===== src/rtl/mips_ctrl_pkg.sv =====
// Shared encodings for the multicycle MIPS control path: FSM states,
// decoded opcode/funct values, ALU operation codes and next-PC selects.
package mips_ctrl_pkg;

   typedef enum logic [3:0] {
      FETCH, DECODE, MEMADR, MEMRD, MEMWB, MEMWR,
      EXEC, ALUWB, BRANCH, ADDIEX, ADDIWB, JUMP, TRAP
   } state_e;

   typedef enum logic [1:0] {
      ALUOP_ADD   = 2'b00,
      ALUOP_SUB   = 2'b01,
      ALUOP_FUNCT = 2'b10,
      ALUOP_NONE  = 2'b11
   } alu_op_e;

   localparam logic [5:0] OP_RTYPE = 6'b000000;
   localparam logic [5:0] OP_LW    = 6'b100011;
   localparam logic [5:0] OP_SW    = 6'b101011;
   localparam logic [5:0] OP_BEQ   = 6'b000100;
   localparam logic [5:0] OP_ADDI  = 6'b001000;
   localparam logic [5:0] OP_J     = 6'b000010;

   localparam logic [5:0] FN_ADD = 6'b100000;
   localparam logic [5:0] FN_SUB = 6'b100010;
   localparam logic [5:0] FN_AND = 6'b100100;
   localparam logic [5:0] FN_OR  = 6'b100101;
   localparam logic [5:0] FN_SLT = 6'b101010;

   localparam logic [2:0] ALU_ADD = 3'b010;
   localparam logic [2:0] ALU_SUB = 3'b110;
   localparam logic [2:0] ALU_AND = 3'b000;
   localparam logic [2:0] ALU_OR  = 3'b001;
   localparam logic [2:0] ALU_SLT = 3'b111;

   localparam logic [1:0] PC_SRC_INC = 2'b00;
   localparam logic [1:0] PC_SRC_BR  = 2'b01;
   localparam logic [1:0] PC_SRC_JMP = 2'b10;

endpackage


===== src/rtl/mips_mc_ctrl_if.sv =====
// Bundle between the control FSM and the datapath/memory: instruction
// fields and status in, enables and mux selects out.
interface mips_mc_ctrl_if #(
   parameter int CNT_W = 32
);
   logic [5:0]       opcode;
   logic [5:0]       funct;
   logic             zero;
   logic             mem_ready;
   logic             mem_req;
   logic             mem_we;
   logic             iord;
   logic             ir_write;
   logic             pc_write;
   logic [1:0]       pc_src;
   logic             reg_write;
   logic             reg_dst;
   logic             mem_to_reg;
   logic             alu_src_a;
   logic [1:0]       alu_src_b;
   logic [2:0]       alu_control;
   logic             illegal;
   logic [CNT_W-1:0] retired;

   modport ctrl (
      input  opcode, funct, zero, mem_ready,
      output mem_req, mem_we, iord, ir_write, pc_write, pc_src, reg_write,
             reg_dst, mem_to_reg, alu_src_a, alu_src_b, alu_control,
             illegal, retired
   );

   modport dp (
      output opcode, funct, zero, mem_ready,
      input  mem_req, mem_we, iord, ir_write, pc_write, pc_src, reg_write,
             reg_dst, mem_to_reg, alu_src_a, alu_src_b, alu_control,
             illegal, retired
   );
endinterface


===== src/rtl/mips_alu_dec.sv =====
// ALU operation decoder: fixed add/sub for address and branch work,
// funct-driven for R-type execution.
module mips_alu_dec
   import mips_ctrl_pkg::*;
(
   input  alu_op_e    alu_op,
   input  logic [5:0] funct,
   output logic [2:0] alu_control
);

   always_comb begin
      alu_control = 3'b000;
      case (alu_op)
         ALUOP_ADD: alu_control = ALU_ADD;
         ALUOP_SUB: alu_control = ALU_SUB;
         ALUOP_FUNCT: begin
            // Unknown funct falls back to add and still retires normally.
            case (funct)
               FN_ADD:  alu_control = ALU_ADD;
               FN_SUB:  alu_control = ALU_SUB;
               FN_AND:  alu_control = ALU_AND;
               FN_OR:   alu_control = ALU_OR;
               FN_SLT:  alu_control = ALU_SLT;
               default: alu_control = ALU_ADD;
            endcase
         end
         default: alu_control = 3'b000;
      endcase
   end

endmodule


===== src/rtl/mips_mc_ctrl.sv =====
// Multicycle MIPS control FSM: sequences fetch/decode/execute, owns the
// memory handshake, traps unsupported opcodes and counts retirements.
module mips_mc_ctrl
   import mips_ctrl_pkg::*;
#(
   parameter int CNT_W = 32
) (
   input logic          clk,
   input logic          rst_n,
   mips_mc_ctrl_if.ctrl bus
);

   state_e           state_q, state_d;
   logic [CNT_W-1:0] retired_q;
   logic             retire;
   alu_op_e          alu_op;

   mips_alu_dec u_alu_dec (
      .alu_op      (alu_op),
      .funct       (bus.funct),
      .alu_control (bus.alu_control)
   );

   always_ff @(posedge clk or negedge rst_n) begin
      if (!rst_n) begin
         state_q   <= FETCH;
         retired_q <= '0;
      end else begin
         state_q <= state_d;
         if (retire) retired_q <= retired_q + CNT_W'(1);
      end
   end

   assign bus.retired = retired_q;

   always_comb begin
      state_d        = state_q;
      retire         = 1'b0;
      alu_op         = ALUOP_NONE;
      bus.mem_req    = 1'b0;
      bus.mem_we     = 1'b0;
      bus.iord       = 1'b0;
      bus.ir_write   = 1'b0;
      bus.pc_write   = 1'b0;
      bus.pc_src     = PC_SRC_INC;
      bus.reg_write  = 1'b0;
      bus.reg_dst    = 1'b0;
      bus.mem_to_reg = 1'b0;
      bus.alu_src_a  = 1'b0;
      bus.alu_src_b  = 2'b00;
      bus.illegal    = 1'b0;
      case (state_q)
         FETCH: begin
            bus.mem_req   = 1'b1;
            bus.alu_src_b = 2'b01;
            alu_op        = ALUOP_ADD;
            bus.ir_write  = bus.mem_ready;
            bus.pc_write  = bus.mem_ready;
            if (bus.mem_ready) state_d = DECODE;
         end
         DECODE: begin
            bus.alu_src_b = 2'b11;
            alu_op        = ALUOP_ADD;
            case (bus.opcode)
               OP_LW, OP_SW: state_d = MEMADR;
               OP_RTYPE:     state_d = EXEC;
               OP_BEQ:       state_d = BRANCH;
               OP_ADDI:      state_d = ADDIEX;
               OP_J:         state_d = JUMP;
               default:      state_d = TRAP;
            endcase
         end
         MEMADR: begin
            bus.alu_src_a = 1'b1;
            bus.alu_src_b = 2'b10;
            alu_op        = ALUOP_ADD;
            state_d       = (bus.opcode == OP_SW) ? MEMWR : MEMRD;
         end
         MEMRD: begin
            bus.mem_req = 1'b1;
            bus.iord    = 1'b1;
            if (bus.mem_ready) state_d = MEMWB;
         end
         MEMWB: begin
            bus.reg_write  = 1'b1;
            bus.mem_to_reg = 1'b1;
            retire         = 1'b1;
            state_d        = FETCH;
         end
         MEMWR: begin
            bus.mem_req = 1'b1;
            bus.mem_we  = 1'b1;
            bus.iord    = 1'b1;
            if (bus.mem_ready) begin
               retire  = 1'b1;
               state_d = FETCH;
            end
         end
         EXEC: begin
            bus.alu_src_a = 1'b1;
            alu_op        = ALUOP_FUNCT;
            state_d       = ALUWB;
         end
         ALUWB: begin
            bus.reg_write = 1'b1;
            bus.reg_dst   = 1'b1;
            retire        = 1'b1;
            state_d       = FETCH;
         end
         BRANCH: begin
            bus.alu_src_a = 1'b1;
            alu_op        = ALUOP_SUB;
            bus.pc_src    = PC_SRC_BR;
            bus.pc_write  = bus.zero;
            retire        = 1'b1;
            state_d       = FETCH;
         end
         ADDIEX: begin
            bus.alu_src_a = 1'b1;
            bus.alu_src_b = 2'b10;
            alu_op        = ALUOP_ADD;
            state_d       = ADDIWB;
         end
         ADDIWB: begin
            bus.reg_write = 1'b1;
            retire        = 1'b1;
            state_d       = FETCH;
         end
         JUMP: begin
            bus.pc_src   = PC_SRC_JMP;
            bus.pc_write = 1'b1;
            retire       = 1'b1;
            state_d      = FETCH;
         end
         TRAP: begin
            bus.illegal = 1'b1;
         end
         default: state_d = FETCH;
      endcase
   end

endmodule


===== src/flat_wrapper.sv =====
// flat-port wrapper written by rule: the top's interface ports become plain ports
module mips_mc_ctrl_flat import mips_ctrl_pkg::*;
#(
   parameter int CNT_W = 32
)
  (clk, rst_n, bus_opcode, bus_funct, bus_zero, bus_mem_ready, bus_mem_req, bus_mem_we, bus_iord, bus_ir_write, bus_pc_write, bus_pc_src, bus_reg_write, bus_reg_dst, bus_mem_to_reg, bus_alu_src_a, bus_alu_src_b, bus_alu_control, bus_illegal, bus_retired);
  mips_mc_ctrl_if #(.CNT_W(CNT_W)) bus_i ();
  input logic clk;
  input logic rst_n;
  input wire logic [$bits(bus_i.opcode)-1:0] bus_opcode;
  input wire logic [$bits(bus_i.funct)-1:0] bus_funct;
  input wire logic [$bits(bus_i.zero)-1:0] bus_zero;
  input wire logic [$bits(bus_i.mem_ready)-1:0] bus_mem_ready;
  output wire logic [$bits(bus_i.mem_req)-1:0] bus_mem_req;
  output wire logic [$bits(bus_i.mem_we)-1:0] bus_mem_we;
  output wire logic [$bits(bus_i.iord)-1:0] bus_iord;
  output wire logic [$bits(bus_i.ir_write)-1:0] bus_ir_write;
  output wire logic [$bits(bus_i.pc_write)-1:0] bus_pc_write;
  output wire logic [$bits(bus_i.pc_src)-1:0] bus_pc_src;
  output wire logic [$bits(bus_i.reg_write)-1:0] bus_reg_write;
  output wire logic [$bits(bus_i.reg_dst)-1:0] bus_reg_dst;
  output wire logic [$bits(bus_i.mem_to_reg)-1:0] bus_mem_to_reg;
  output wire logic [$bits(bus_i.alu_src_a)-1:0] bus_alu_src_a;
  output wire logic [$bits(bus_i.alu_src_b)-1:0] bus_alu_src_b;
  output wire logic [$bits(bus_i.alu_control)-1:0] bus_alu_control;
  output wire logic [$bits(bus_i.illegal)-1:0] bus_illegal;
  output wire logic [$bits(bus_i.retired)-1:0] bus_retired;
  assign bus_i.opcode = bus_opcode;
  assign bus_i.funct = bus_funct;
  assign bus_i.zero = bus_zero;
  assign bus_i.mem_ready = bus_mem_ready;
  assign bus_mem_req = bus_i.mem_req;
  assign bus_mem_we = bus_i.mem_we;
  assign bus_iord = bus_i.iord;
  assign bus_ir_write = bus_i.ir_write;
  assign bus_pc_write = bus_i.pc_write;
  assign bus_pc_src = bus_i.pc_src;
  assign bus_reg_write = bus_i.reg_write;
  assign bus_reg_dst = bus_i.reg_dst;
  assign bus_mem_to_reg = bus_i.mem_to_reg;
  assign bus_alu_src_a = bus_i.alu_src_a;
  assign bus_alu_src_b = bus_i.alu_src_b;
  assign bus_alu_control = bus_i.alu_control;
  assign bus_illegal = bus_i.illegal;
  assign bus_retired = bus_i.retired;
  mips_mc_ctrl #(.CNT_W(CNT_W)) u_core (.clk(clk), .rst_n(rst_n), .bus(bus_i));
endmodule

===== config.mk =====
export PLATFORM = sky130hd
export DESIGN_NAME = mips_mc_ctrl_flat
export DESIGN_NICKNAME = d
export VERILOG_FILES = /design/src/rtl/mips_ctrl_pkg.sv /design/src/rtl/mips_mc_ctrl_if.sv /design/src/rtl/mips_alu_dec.sv /design/src/rtl/mips_mc_ctrl.sv /design/src/flat_wrapper.sv
export SDC_FILE = /design/constraint.sdc
export NUM_CORES = 1
export LEC_CHECK = 0
export ABC_AREA = 1
export ABC_CLOCK_PERIOD_IN_PS = 1700
export BUFFER_PORTS_ARGS = -buffer_cell sky130_fd_sc_hd__buf_4
export CAP_MARGIN = 20
export CORE_ASPECT_RATIO = 0.9
export CORE_MARGIN = 4
export CORE_UTILIZATION = 40
export DETAILED_ROUTE_END_ITERATION = 12
export GPL_ROUTABILITY_DRIVEN = 1
export GPL_TIMING_DRIVEN = 0
export PLACE_DENSITY = 0.62
export SYNTH_ARGS = -nofsm -noshare
export SYNTH_HDL_FRONTEND = slang
export SYNTH_HIERARCHICAL = 1
export SYNTH_SLANG_ARGS = --single-unit

===== constraint.sdc =====
create_clock -name clk -period 1.7 [get_ports clk]
set_input_delay 0.34 -clock clk [delete_from_list [all_inputs] [get_ports clk]]
set_output_delay 0.34 -clock clk [all_outputs]
set_load 0.01 [all_outputs]

==> qor.yml <==
drt:
  maxUsedRoutingLayer: "met4"
  vias: 2925
  drt_iter0_drc: 151
  drc_errors: 0
  firstDrtPassIters: 5
  wl_per_cell_um: 12.8
  vias_per_cell: 4.73
  postRouteAntennaNets: 0
  dr_wl_met3_um: 364
  route.met2.wl_um: 3710
  finalWirelength_um: 7930
  drt-met1-wl_um: 3800
final_layout:
  antenna-diode-count: 0
  drive_gt1_frac: 0.309
  finalNetCount: 544
  regArea_um2: 907
  instances_no_fill: 618
  area_growth_pct: 40.5
  multi_input_comb_area_um2: 1720
  final.fill_count: 647
sta:
  setup_viol: 34
  finalClockSkew_ns: 0.0106
  setup_slack_ns: -0.459
  worst_pin_slew_ns: 0.466
  fin_crit_sh: 1.27
  rsz0062_at_grt: "yes"
  finalHoldViolCount: 9
  fin_crit_ns: 2.16
  relSlewSlack: 0.689
  drv_slew: 0
  holdWs_ns: -0.0102
  fmax_mhz: 463
  setup_tns_ns: -2.53
clocking:
  clock-root-buffer: "clkbuf_8"
  insertion_delay_ns: 0.29
  clock_sinks: 36
  cts_buffer_depth: 2
  cts-buffers-inserted: 5
  clk_pin_slew_ns: 0.08
  hold_buffers: 0
  htreeDepth: 2
  cts_tree: "done"
setup_path:
  crit_arrival_ns: 1.82
  cp-start-kind: "register"
  crit_type: "register to output pin"
  r2r-start: "u_core/state_q[1]"
  crit_required_ns: 1.36
  cp_max_fo: 4
  ff2ff_path_depth: 11
  rrSetupSlack_ns: -0.04
  worstSetupEndpointType: "output pin"
  r2r-end: "u_core/bus.retired[8]"
synth:
  synth_top_family_by_area: "simple AND/OR/NAND/NOR gates"
  yosysWarnings: 6
  synth_area_leaders: "dfrtp_1, nand2_1, nor2_1, inv_1, xor2_1"
  synth_top_area_cell: "dfrtp_1"
  avgSynthCellArea_um2: 6.22
  syn_nets: 450
  async_flop_share: 1.00
  synthSimpleGateAreaFrac: 0.503
  synthAdderAreaFrac: 0.00464
  syn_area_um2: 2700
  yosys-top-cells-count: "nand2_1, nor2_1, inv_1"
  synthMuxAreaShare: 0
  synth_cell_types: 27
  synth.top_cell.area_share: 0.334
  seq_area_frac_synth: 0.334
  ys_seq_elements: 36
  synth_edf_count: 0
  synth_most_common_cell: "nand2_1"
  synth_xor_xnor_area_share: 0.0520
  synth_cells: 433
  synth_compound_area_frac: 0.0279
  synth_flop_cell: "dfrtp_1"
floorplan:
  ioPinCount: 65
  core_um2: 6550
  dieWidth_um: 94.5
  num_rows: 28
  die_area_um2: 8120
  start_util: 0.411
  dieHeight_um: 85.9
pwr:
  p_sw_frac: 0.447
  switching_power_mw: 2.34
  clockPowerShare: 0.113
  p_seq_frac: 0.254
  peakVddDrop_mv: 0.623
  p_int_mw: 2.89
  combinationalPowerShare: 0.633
  p_per_area_nw_per_um2: 1380
  power_leakage_nw: 1.97
min_path:
  hp-class: "input port to async pin"
placement:
  place_congestion: 0.871
  dp_hpwl_um: 5820
  dpl.cell_count: 587
  numPortBuffers: 64
global_routing:
  grt_pass1_wl_um: 13100
  antenna_found_initial: 0
  grt_pass1_vias: 2866
  grt_overflow: 0
  grtUsageTotal: 0.202
  grt_max_degree: 37
run_status:
  violations: "negative hold slack, negative setup slack"
  status: "complete, but fails checks"
run:
  drv_cap: 0
[registers in the layout (all words and copies together), names as in the netlist]
signal              cells
u_core/bus.retired     32
u_core/state_q          4
[final cells by class]
cell class                      count  share of cell area
Clock inverter                      1             0.00132
Multi-Input combinational cell    349               0.454
Buffer                              5              0.0192
Clock buffer                        7              0.0202
Timing Repair Buffer               87               0.192
Sequential cell                    36               0.240
Tap cell                           90              0.0297
Inverter                           43              0.0446
[repair_timing]
item,4_1_cts,5_1_grt
gates resized for setup,31,29
pin swaps,11,11
endpoints found under the setup margin,14,44
buffers inserted,12,10
cloned,0,2
[layer usage]
layer	vias to the layer above	global-route usage
met2	66	0.320
met1	1352	0.285
li1	1502	-
met5	-	0
met4	0	0.0537
met3	5	0.0333
[per-stage QoR]
| stage | cell area (µm²) | total power, mW | worst slack [ns] | utilization |
|---|---|---|---|---|
| final | 3790 | 5.22 | -0.459 | 0.578 |
| after detailed placement | 3310 | 3.70 | -0.322 | 0.505 |
| after global routing | 3790 | 5.61 | -0.567 | 0.578 |
| after global placement | 3310 | 3.68 | -0.283 | 0.505 |
| after floorplan | 2710 | 2.79 | -0.00787 | - |
| after CTS | 3570 | 4.63 | -0.418 | 0.545 |
[layout by cell type, fill, tap and decap left out, types with 6 or more instances in the layout]
| master | instances |
|---|---|
| dfrtp_1 | 31 |
| xor2_1 | 14 |
| nor2_2 | 6 |
| inv_2 | 9 |
| buf_6 | 12 |
| nor2_1 | 65 |
| nand2_2 | 22 |
| nand3b_1 | 15 |
| nand3_1 | 13 |
| buf_4 | 75 |
| nor2_4 | 10 |
| inv_1 | 33 |
| nand2_1 | 180 |
[logic make-up after synthesis]
group                    after synthesis
AND/OR/NAND/NOR                      319
buffers and inverters                 48
XOR/XNOR                              16
flip-flops                            36
AO/OA/AOI/OAI                         13
adder cells (fa/ha/maj)                1
[worst max-delay path: stages, from the launching register on]
cell and delay, ns:
dfrtp_2 0.46, nor2_4 0.19, inv_1 0.11, o21ai_2 0.19
a21oi_2 0.06, inv_2 0.09, nand2_2 0.07, nor2_4 0.11
nand2_2 0.06, o21ai_2 0.05, buf_4 0.13
[power groups by stage]
stage | registers, mW | logic, mW | clock network (mW)
finish | 1.33 | 3.31 | 0.589
global route | 1.36 | 3.59 | 0.656
CTS | 1.30 | 2.71 | 0.616
detailed placement | 1.31 | 2.39 | 0
global placement | 1.31 | 2.37 | 0
floorplan | 1.32 | 1.47 | 0
[worst max path at each step]
stage,endpoint,startpoint,slack (ns)
3_5_place_dp,bus_alu_control[2],u_core/state_q[2],-0.32
5_1_grt,bus_alu_control[0],u_core/state_q[3],-0.57
2_1_floorplan,bus_alu_control[0],u_core/state_q[1],-0.008
3_3_place_gp,bus_alu_control[2],u_core/state_q[2],-0.28
4_1_cts,bus_alu_control[0],u_core/state_q[1],-0.42
6_report,bus_alu_control[2],u_core/state_q[3],-0.46
Note: power is estimated with default switching activity, not from simulation.
